--- src/rtl/hx8352_fill_scheduler_if.sv ---
// Word-level link between the fill scheduler and the HX8352 bus controller.
interface hx8352_fill_scheduler_if;
  logic        bus_busy;
  logic [15:0] bus_data;
  logic        bus_rs;
  logic        bus_step;
  logic        lcd_cs;

  modport master (input bus_busy, output bus_data, output bus_rs, output bus_step, output lcd_cs);
  modport slave  (output bus_busy, input bus_data, input bus_rs, input bus_step, input lcd_cs);
endinterface

--- src/rtl/hx8352_fill_scheduler.sv ---
// Round-robin rectangle-fill scheduler: programs the HX8352 window, issues
// memory-write, then streams one colour word per pixel through the bus controller.
module hx8352_fill_scheduler #(
  parameter int unsigned N_REQ = 2,
  parameter int unsigned MAX_X = 239,
  parameter int unsigned MAX_Y = 399,
  parameter int unsigned GUARD = 1
) (
  input  logic                  clk,
  input  logic                  rst,
  input  logic                  init_done,
  input  logic [N_REQ-1:0]      req_valid,
  input  logic [N_REQ*8-1:0]    req_x0,
  input  logic [N_REQ*8-1:0]    req_x1,
  input  logic [N_REQ*9-1:0]    req_y0,
  input  logic [N_REQ*9-1:0]    req_y1,
  input  logic [N_REQ*16-1:0]   req_color,
  output logic [N_REQ-1:0]      req_grant,
  output logic [N_REQ-1:0]      req_done,
  output logic [N_REQ-1:0]      req_err,
  hx8352_fill_scheduler_if.master bus,
  output logic                  busy,
  output logic [1:0]            active_id
);

  localparam int unsigned GW      = (GUARD > 0) ? $clog2(GUARD + 1) : 1;
  localparam logic [7:0]  MAX_X_V = MAX_X[7:0];
  localparam logic [8:0]  MAX_Y_V = MAX_Y[8:0];
  localparam logic [4:0]  PIX_IDX = 5'd17;

  typedef enum logic [2:0] {S_IDLE, S_ARB, S_CHECK, S_ISSUE, S_WAIT, S_NEXT, S_DONE} state_t;

  state_t           state;
  logic [1:0]       ptr;
  logic [N_REQ-1:0] act_oh;
  logic [7:0]       x0_r, x1_r;
  logic [8:0]       y0_r, y1_r;
  logic [15:0]      col_r;
  logic [16:0]      pix_cnt;
  logic [4:0]       widx;
  logic [GW-1:0]    guard_cnt;

  logic             win_found;
  logic [1:0]       win_idx, win_ptr;
  logic [N_REQ-1:0] win_oh;
  logic [7:0]       sel_x0, sel_x1;
  logic [8:0]       sel_y0, sel_y1;
  logic [15:0]      sel_col;

  // Two passes give "first valid at or after ptr, then wrap" without a modulo index.
  always_comb begin
    win_found = 1'b0;
    win_idx   = '0;
    win_ptr   = '0;
    win_oh    = '0;
    sel_x0    = '0;
    sel_x1    = '0;
    sel_y0    = '0;
    sel_y1    = '0;
    sel_col   = '0;
    for (int unsigned pass = 0; pass < 2; pass++) begin
      for (int unsigned i = 0; i < N_REQ; i++) begin
        if (!win_found && req_valid[i] &&
            ((pass == 0) ? (i >= 32'(ptr)) : (i < 32'(ptr)))) begin
          win_found = 1'b1;
          win_idx   = 2'(i);
          win_ptr   = 2'((i + 1) % N_REQ);
          win_oh[i] = 1'b1;
          sel_x0    = req_x0[8*i +: 8];
          sel_x1    = req_x1[8*i +: 8];
          sel_y0    = req_y0[9*i +: 9];
          sel_y1    = req_y1[9*i +: 9];
          sel_col   = req_color[16*i +: 16];
        end
      end
    end
  end

  logic        bad_rect;
  logic [8:0]  width;
  logic [9:0]  height;
  logic [16:0] area;

  always_comb begin
    bad_rect = (x1_r < x0_r) || (y1_r < y0_r) || (x1_r > MAX_X_V) || (y1_r > MAX_Y_V);
    width    = {1'b0, x1_r} - {1'b0, x0_r} + 9'd1;
    height   = {1'b0, y1_r} - {1'b0, y0_r} + 10'd1;
    area     = 17'(width) * 17'(height);
  end

  logic [15:0] word_data;
  logic        word_rs;

  always_comb begin
    word_data = col_r;
    word_rs   = 1'b1;
    case (widx)
      5'd0:  begin word_data = 16'h0002; word_rs = 1'b0; end
      5'd1:  word_data = 16'h0000;
      5'd2:  begin word_data = 16'h0003; word_rs = 1'b0; end
      5'd3:  word_data = {8'h00, x0_r};
      5'd4:  begin word_data = 16'h0004; word_rs = 1'b0; end
      5'd5:  word_data = 16'h0000;
      5'd6:  begin word_data = 16'h0005; word_rs = 1'b0; end
      5'd7:  word_data = {8'h00, x1_r};
      5'd8:  begin word_data = 16'h0006; word_rs = 1'b0; end
      5'd9:  word_data = {15'h0000, y0_r[8]};
      5'd10: begin word_data = 16'h0007; word_rs = 1'b0; end
      5'd11: word_data = {8'h00, y0_r[7:0]};
      5'd12: begin word_data = 16'h0008; word_rs = 1'b0; end
      5'd13: word_data = {15'h0000, y1_r[8]};
      5'd14: begin word_data = 16'h0009; word_rs = 1'b0; end
      5'd15: word_data = {8'h00, y1_r[7:0]};
      5'd16: begin word_data = 16'h0022; word_rs = 1'b0; end
      default: ;
    endcase
  end

  always_ff @(posedge clk or posedge rst) begin
    if (rst) begin
      state        <= S_IDLE;
      ptr          <= '0;
      act_oh       <= '0;
      x0_r         <= '0;
      x1_r         <= '0;
      y0_r         <= '0;
      y1_r         <= '0;
      col_r        <= '0;
      pix_cnt      <= '0;
      widx         <= '0;
      guard_cnt    <= '0;
      req_grant    <= '0;
      req_done     <= '0;
      req_err      <= '0;
      bus.bus_data <= '0;
      bus.bus_rs   <= 1'b0;
      bus.bus_step <= 1'b0;
      bus.lcd_cs   <= 1'b1;
      busy         <= 1'b0;
      active_id    <= '0;
    end else begin
      req_grant    <= '0;
      req_done     <= '0;
      req_err      <= '0;
      bus.bus_step <= 1'b0;
      case (state)
        S_IDLE: if (init_done && |req_valid) state <= S_ARB;
        S_ARB: begin
          if (win_found) begin
            req_grant <= win_oh;
            act_oh    <= win_oh;
            active_id <= win_idx;
            busy      <= 1'b1;
            ptr       <= win_ptr;
            x0_r      <= sel_x0;
            x1_r      <= sel_x1;
            y0_r      <= sel_y0;
            y1_r      <= sel_y1;
            col_r     <= sel_col;
            state     <= S_CHECK;
          end else begin
            state <= S_IDLE;
          end
        end
        S_CHECK: begin
          if (bad_rect) begin
            req_err <= act_oh;
            busy    <= 1'b0;
            state   <= S_IDLE;
          end else begin
            bus.lcd_cs <= 1'b0;
            pix_cnt    <= area;
            widx       <= '0;
            state      <= S_ISSUE;
          end
        end
        S_ISSUE: begin
          if (init_done && !bus.bus_busy) begin
            bus.bus_data <= word_data;
            bus.bus_rs   <= word_rs;
            bus.bus_step <= 1'b1;
            guard_cnt    <= GW'(GUARD);
            state        <= S_WAIT;
          end
        end
        S_WAIT: begin
          if (guard_cnt != '0)   guard_cnt <= guard_cnt - 1'b1;
          else if (!bus.bus_busy) state    <= S_NEXT;
        end
        S_NEXT: begin
          if (widx != PIX_IDX) begin
            widx  <= widx + 5'd1;
            state <= S_ISSUE;
          end else begin
            pix_cnt <= pix_cnt - 17'd1;
            state   <= (pix_cnt == 17'd1) ? S_DONE : S_ISSUE;
          end
        end
        S_DONE: begin
          req_done   <= act_oh;
          bus.lcd_cs <= 1'b1;
          busy       <= 1'b0;
          state      <= S_IDLE;
        end
        default: state <= S_IDLE;
      endcase
    end
  end

endmodule
--- src/flat_wrapper.sv ---
// flat-port wrapper written by rule: the top's interface ports become plain ports
module hx8352_fill_scheduler_flat 
#(
  parameter int unsigned N_REQ = 2,
  parameter int unsigned MAX_X = 239,
  parameter int unsigned MAX_Y = 399,
  parameter int unsigned GUARD = 1
)
  (clk, rst, init_done, req_valid, req_x0, req_x1, req_y0, req_y1, req_color, req_grant, req_done, req_err, busy, active_id, bus_bus_busy, bus_bus_data, bus_bus_rs, bus_bus_step, bus_lcd_cs);
  hx8352_fill_scheduler_if bus_i ();
  input  logic clk;
  input  logic rst;
  input  logic init_done;
  input  logic [N_REQ-1:0] req_valid;
  input  logic [N_REQ*8-1:0] req_x0;
  input  logic [N_REQ*8-1:0] req_x1;
  input  logic [N_REQ*9-1:0] req_y0;
  input  logic [N_REQ*9-1:0] req_y1;
  input  logic [N_REQ*16-1:0] req_color;
  output logic [N_REQ-1:0] req_grant;
  output logic [N_REQ-1:0] req_done;
  output logic [N_REQ-1:0] req_err;
  output logic busy;
  output logic [1:0] active_id;
  input wire logic [$bits(bus_i.bus_busy)-1:0] bus_bus_busy;
  output wire logic [$bits(bus_i.bus_data)-1:0] bus_bus_data;
  output wire logic [$bits(bus_i.bus_rs)-1:0] bus_bus_rs;
  output wire logic [$bits(bus_i.bus_step)-1:0] bus_bus_step;
  output wire logic [$bits(bus_i.lcd_cs)-1:0] bus_lcd_cs;
  assign bus_i.bus_busy = bus_bus_busy;
  assign bus_bus_data = bus_i.bus_data;
  assign bus_bus_rs = bus_i.bus_rs;
  assign bus_bus_step = bus_i.bus_step;
  assign bus_lcd_cs = bus_i.lcd_cs;
  hx8352_fill_scheduler #(.N_REQ(N_REQ), .MAX_X(MAX_X), .MAX_Y(MAX_Y), .GUARD(GUARD)) u_core (.clk(clk), .rst(rst), .init_done(init_done), .req_valid(req_valid), .req_x0(req_x0), .req_x1(req_x1), .req_y0(req_y0), .req_y1(req_y1), .req_color(req_color), .req_grant(req_grant), .req_done(req_done), .req_err(req_err), .bus(bus_i), .busy(busy), .active_id(active_id));
endmodule
--- config.mk ---
export PLATFORM = sky130hd
export DESIGN_NAME = hx8352_fill_scheduler_flat
export DESIGN_NICKNAME = d
export VERILOG_FILES = /design/src/rtl/hx8352_fill_scheduler_if.sv /design/src/rtl/hx8352_fill_scheduler.sv /design/src/flat_wrapper.sv
export SDC_FILE = /design/constraint.sdc
export NUM_CORES = 1
export LEC_CHECK = 0
export ABC_AREA = 1
export ABC_CLOCK_PERIOD_IN_PS = 7880
export BUFFER_PORTS_ARGS = -buffer_cell sky130_fd_sc_hd__buf_2
export CORE_ASPECT_RATIO = 0.7
export CORE_MARGIN = 2
export CORE_UTILIZATION = 25
export DETAILED_ROUTE_END_ITERATION = 6
export SYNTH_ARGS = -nofsm -noshare
export SYNTH_HDL_FRONTEND = slang
export SYNTH_SLANG_ARGS = --single-unit
--- constraint.sdc ---
create_clock -name clk -period 7.88 [get_ports clk]
set_input_delay 1.576 -clock clk [delete_from_list [all_inputs] [get_ports clk]]
set_output_delay 1.576 -clock clk [all_outputs]
set_load 0.03 [all_outputs]
* Yosys cells after proc, flatten, opt, wreduce, memory -nomap -nowiden *
Cells that the tools add are included.
W data, S select, Z words.

operators by class
  $add $sub $neg = 7
  multipliers = 1
  $lt $le $gt $ge = 8
  equality and inequality tests = 33
  multiplexer cells = 66
  reductions and logical operators = 33

operators with widths
  cell                     number
  $pmux W16 S16            1
  $mux W9                  8
  $mux W16                 4
  $mux W8                  8
  $eq A5 B4 Y1 const B     8
  $mux W17                 2
  $pmux W17 S2             1
  $eq A5 B3 Y1 const B     4
  $mux W2                  10
  $mux W1                  19
  $mux W3                  6
  $pmux W3 S6              1
  $eq A17 B1 Y1 const B    1
  $mul A9 B10 Y17          1
  $sub A17 B1 Y17 const B  1
  $add A10 B1 Y10 const B  1
  $eq A5 B2 Y1 const B     2
  $mux W5                  2
  $ne A2 B1 Y1 const B     5
  $pmux W5 S2              1
  $sub A9 B9 Y10           1
  $add A9 B1 Y9 const B    1
  $eq A3 B3 Y1 const B     3
  $gt A9 B9 Y1 const B     1
  other kinds (28)         56

word-level totals
  flip-flop bits (word level) = 108
  input bits = 106
  output and inout bits = 28
  logic and storage cells = 168

* Longest topological paths before layout *
  depth in word-level cells = 17
  gate-level depth with buffers = 31
  gate-level depth less buffers = 31

* Least setup slack after synthesis *
No wires, ideal clock.

  kind = reg2reg
  from = reg u_core.y1_r[1]
  to = reg u_core.pix_cnt[14]
  setup time = 124 ps
  data arrival time = 5382 ps
  data required time = 7756 ps
  setup slack = 2374 ps
  stages on the path, launching flop included = 27
  path buffers = 0
  period minus slack after synthesis = 5506 ps
  cells stage by stage = dfrtp_1 > inv_1 > ha_1 > inv_1 > ha_1 > fa_1 > nand2_1 > nand2_1 > nand2_1 > o21bai_1 > xor2_1 > inv_1 > nor2_1 > fa_1 > fa_1 > fa_1 > inv_1 > fa_1 > inv_1 > ha_1 > nand2_1 > o21ai_0 > o21bai_1 > a21oi_1 > or2_2 > nand3_1 > a21oi_1

on the way
  longest elaborated chain between the ends = 6
  elaborated cells on any way between the ends = 12
  those cells by class = add/sub: 2; mul: 1; order compare: 2; eq/ne: 1; mux: 2; reduce/logical: 4

RTL lines
  what                                                                     RTL line                      source
  from (decl)                                                              hx8352_fill_scheduler.sv:37   logic [8:0] y0_r, y1_r;
  from (signal assigned)                                                   hx8352_fill_scheduler.sv:158  y1_r <= sel_y1;
  parallel branches: the longest is 6 deep, another holds $mul A9 B10 Y17  --
  to (signal assigned)                                                     hx8352_fill_scheduler.sv:172  pix_cnt <= area;
  to (signal assigned)                                                     hx8352_fill_scheduler.sv:195  pix_cnt <= pix_cnt - 17'd1;
  to (decl)                                                                hx8352_fill_scheduler.sv:39   logic [16:0] pix_cnt;

Several ways; the timed one is not identified. The select of a mux whose other input is x is not followed.
A chain may end at the register's enable or synchronous reset.

* Worst setup path after layout *
  from = reg u_core.x1_r[1]
  to = reg u_core.pix_cnt[14]

on the way
  longest elaborated chain between the ends = 6
  elaborated cells on any way between the ends = 12
  those cells by class = add/sub: 2; mul: 1; order compare: 2; eq/ne: 1; mux: 2; reduce/logical: 4

RTL lines
  what                                                                     RTL line                      source
  from (decl)                                                              hx8352_fill_scheduler.sv:36   logic [7:0] x0_r, x1_r;
  from (signal assigned)                                                   hx8352_fill_scheduler.sv:156  x1_r <= sel_x1;
  parallel branches: the longest is 6 deep, another holds $mul A9 B10 Y17  --

Several ways; the timed one is not identified. The select of a mux whose other input is x is not followed.

==> results.md <==
| Quantity | Value | Unit |
|:---|:---|:---|
| Reg2reg start | u_core.x1_r[1] | - |
| Grt ovf | 0 | - |
| Overall routed net length | 28000 | um |
| Mux contribution to synthesized area | 0 | % |
| Number of antenna violations at the first check in global routing | 2 | - |
| Core region area | 37100 | sq um |
| Max stage delay cell, worst path | sky130_fd_sc_hd__fa_1 | - |
| Synthesis-to-finish area growth | 15.4 | % |
| R2R cell count | 25 | - |
| Number of flip-flops and latches in the synthesized netlist | 106 | - |
| End point of the most critical hold path | u_core.bus.lcd_cs | - |
| Number of global-route vias before repair | 8662 | - |
| Type of the worst setup path | register to register | - |
| Dominant combinational cell family by area after synthesis | adder cells | - |
| Setup repair after global routing missed its margin | false | - |
| Number of instances in the synthesized netlist | 1219 | - |
| Xor-xnor portion of the synthesized cell area | 1.86 | % |
| Initial detailed-routing violation count | 657 | - |
| Post-Synthesis Cell Area | 9430 | sq um |
| Data required time of the worst path | 8140 | ps |
| CTS Root Cell | sky130_fd_sc_hd__clkbuf_16 | - |
| Sum of buffers and inverters on the critical path | 5 | - |
| Synth Area per Inst | 7.73 | sq um |
| Number of levels in the clock H-tree | 3 | - |
| Net count, final | 1571 | - |
| Commonest non-fill, non-tap cell in the layout | sky130_fd_sc_hd__inv_1 | - |
| Proportion of register bits with asynchronous set or reset after synthesis | 100 | % |
| Count of input and output buffers | 132 | - |
| Synth Warn # | 0 | - |
| Compound-Gate Fraction of Synth Area | 14.8 | % |
| Synthesized net count | 1464 | - |
| Die width | 236 | um |
| Register-to-register path setup slack | 1710 | ps |
| DP HPWL | 22300 | um |
| Worst Path Max Fanout | 7 | - |
| Vertical die dimension | 166 | um |
| Biggest cell delay along the critical path | 540 | ps |
| CTS Buf Count | 9 | - |
| Total via count after detailed routing | 8632 | - |
| Beginning of the worst hold path | u_core.bus.lcd_cs | - |
| CTS sink count | 106 | - |
| Wire per inst | 15.4 | um |
| Number of stages on the worst hold path | 2 | - |
| Maximum buffer depth of the clock tree | 2 | - |
| Number of distinct standard cells referenced by the synthesized netlist | 49 | - |
| Period utilisation layout | 78.3 | % |
| CP Data Arrival Time | 6430 | ps |
| Type of the tightest min-delay check | register to register | - |
| Main synth FF type | sky130_fd_sc_hd__dfrtp_1 | - |
| Post-route setup TNS | 0 | ps |
| Post-Route Skew | 13.0 | ps |
| Starting density of the core | 25.4 | % |
| Clock period minus final worst setup slack | 6170 | ps |
| Tightest slew margin relative to the limit | 33.2 | % |
| Clock transition at the registers of the reported paths | 80 | ps |
| Standard-cell row count | 59 | - |
| Drt via density | 4.74 | - |
| Simple-Gate Fraction of Synth Area | 20.0 | % |
| EDFF count, synth | 0 | - |
| Final-report setup violation count | 0 | - |
| Global-route wire length before repair | 45800 | um |
| Share of synthesized area occupied by flip-flops and latches | 28.1 | % |
| Drt drc | 0 | - |
| CP startpoint kind | register | - |
| I/O pin total | 134 | - |
| TritonRoute pass-1 iters | 5 | - |
| Post-DRT Antenna Nets | 0 | - |
| Die Outline Area | 39300 | sq um |
| Tightest Pin Transition | 999 | ps |
| Total count of hold-check failures in the final report | 0 | - |
| # hold bufs at CTS | 0 | - |
| Clock Latency Late Sink | 370 | ps |
| Largest delay contributor family on the critical path | adder cells | - |
| Final slew viol count | 0 | - |
| Post-Synth Adder-Cell Area | 23.5 | % |
| Clock tree from TritonCTS | yes | - |
| Post-CTS setup-driven buffer insertion count | 0 | - |
| Maximum number of pins on one net before global-route repair | 79 | - |
| Ratio of cells with drive above 1 in the final layout | 13.8 | % |
| Total track usage | 14.5 | % |
| PostCTS Resize Cnt | 0 | - |
| GPL Wtd Cong | 0.948 | - |
| Number of violations of the max-capacitance limit | 0 | - |
| Top library cells by usage in the layout, fill and taps aside | 232 x sky130_fd_sc_hd__inv_1, 189 x sky130_fd_sc_hd__nand2_1, 132 x sky130_fd_sc_hd__buf_2 | - |
| Endpoint type of the worst setup path | register | - |
| Endpoint of the most critical register-to-register path | u_core.pix_cnt[14] | - |
| Highest achievable clock rate | 162 | MHz |
| Status | completed | - |
-- registers in the layout (all words and copies together) (netlist names) --
name,cells
u_core.widx,5
u_core.col_r,16
u_core.guard_cnt,1
u_core.pix_cnt,17
u_core.req_grant,2
u_core.ptr,1
u_core.act_oh,2
u_core.y0_r,9
u_core.bus.bus_data,16
u_core.bus.bus_rs,1
u_core.bus.lcd_cs,1
u_core.x0_r,8
u_core.req_done,2
u_core.req_err,2
u_core.state,3
u_core.y1_r,9
u_core.bus.bus_step,1
u_core.active_id,1
u_core.x1_r,8
u_core.busy,1
-- cell usage after synthesis, types with 6 or more instances --
master,count,share of area (%)
sky130_fd_sc_hd__inv_1,233,9.3
sky130_fd_sc_hd__nand2_1,190,7.6
sky130_fd_sc_hd__nor2_1,119,4.7
sky130_fd_sc_hd__dfrtp_1,105,28
sky130_fd_sc_hd__a21oi_1,90,4.8
sky130_fd_sc_hd__nand3_1,90,4.8
sky130_fd_sc_hd__ha_1,75,10
sky130_fd_sc_hd__fa_1,64,14
sky130_fd_sc_hd__o21ai_0,46,2.4
sky130_fd_sc_hd__a22oi_1,42,3.3
sky130_fd_sc_hd__clkbuf_1,28,1.1
sky130_fd_sc_hd__xor2_1,12,1.1
sky130_fd_sc_hd__a31oi_1,9,0.60
sky130_fd_sc_hd__buf_2,9,0.48
sky130_fd_sc_hd__inv_2,8,0.32
sky130_fd_sc_hd__o22ai_1,8,0.53
sky130_fd_sc_hd__xnor2_1,8,0.74
sky130_fd_sc_hd__nand4_1,7,0.46
sky130_fd_sc_hd__nor3_1,7,0.37
sky130_fd_sc_hd__o31ai_1,7,0.56
sky130_fd_sc_hd__a221oi_1,6,0.56
-- final cells by class --
| type | count | area (sq um) |
|---|---|---|
| Clock inverter | 7 | 83.8 |
| Inverter | 241 | 907 |
| Timing Repair Buffer | 137 | 698 |
| Tap cell | 488 | 611 |
| Multi-Input combinational cell | 831 | 5700 |
| Clock buffer | 9 | 225 |
| Sequential cell | 106 | 2650 |
| Antenna cell | 1 | 2.50 |
| Fill cell | 3998 | 26300 |
-- worst register-to-register path, stage by stage (launching register included) --
cell,delay [ps]
sky130_fd_sc_hd__dfrtp_1,400
sky130_fd_sc_hd__inv_1,80
sky130_fd_sc_hd__ha_1,280
sky130_fd_sc_hd__inv_1,50
sky130_fd_sc_hd__ha_1,220
sky130_fd_sc_hd__fa_1,420
sky130_fd_sc_hd__nand2_1,100
sky130_fd_sc_hd__nand2_1,70
sky130_fd_sc_hd__nand2_1,80
sky130_fd_sc_hd__xor2_1,390
sky130_fd_sc_hd__inv_1,270
sky130_fd_sc_hd__nor2_1,210
sky130_fd_sc_hd__fa_1,430
sky130_fd_sc_hd__fa_1,470
sky130_fd_sc_hd__fa_1,540
sky130_fd_sc_hd__inv_1,50
sky130_fd_sc_hd__fa_1,530
sky130_fd_sc_hd__inv_1,40
sky130_fd_sc_hd__ha_1,370
sky130_fd_sc_hd__a21oi_1,100
sky130_fd_sc_hd__o21ai_0,220
sky130_fd_sc_hd__o21bai_1,200
sky130_fd_sc_hd__a21oi_1,130
sky130_fd_sc_hd__or2_2,280
sky130_fd_sc_hd__nand3_1,70
sky130_fd_sc_hd__a21oi_1,80
-- routing by layer --
metal / wire (um) / vias to the layer above / share of wire [%] / track usage (%)
met3: 2210 / 42 / 7.9 / 3.40
met4: 592 / 2 / 2.1 / 4.13
met1: 13100 / 4139 / 47 / 20.1
li1: - / 4135 / - / -
met5: 8 / - / 0.029 / 0
met2: 12100 / 314 / 43 / 22.4
-- worst max path at each step --
| stage | startpoint | to | cells after the start | slack (ps) |
|---|---|---|---|---|
| 2_1_floorplan | u_core.y1_r[1] | u_core.pix_cnt[14] | 26 | 2370 |
| 3_3_place_gp | u_core.x1_r[1] | u_core.pix_cnt[14] | 25 | 1880 |
| 3_5_place_dp | u_core.x1_r[1] | u_core.pix_cnt[14] | 25 | 1710 |
| 4_1_cts | u_core.x1_r[1] | u_core.pix_cnt[14] | 25 | 1720 |
| 5_1_grt | u_core.y1_r[1] | u_core.pix_cnt[14] | 26 | 1230 |
| 6_report | u_core.x1_r[1] | u_core.pix_cnt[14] | 25 | 1710 |
-- cell families (layout without fill, tap and decap cells) --
group                    count (synthesis)  count (layout)
AND/OR/NAND/NOR                        438             438
XOR/XNOR                                20              20
buffers and inverters                  282             394
flip-flops                             106             106
adder cells (fa/ha/maj)                139             139
AO/OA/AOI/OAI                          233             233
other                                    1               2
-- metrics by stage --
step	setup slack [ps]	util (%)	std cells	cell area (sq um)	hold WS (ps)
5_1_grt	1230	29.3	1819	10900	509
3_5_place_dp	1710	28.5	1803	10600	464
3_3_place_gp	1880	28.5	1803	10600	456
4_1_cts	1720	29.3	1819	10900	477
6_report	1710	29.3	1820	10900	474
2_1_floorplan	2370	-	1219	9430	466
Power is left out: the tool's default activity adds up to more than one toggle a clock period on the data nets, which glitch-free logic cannot reach.
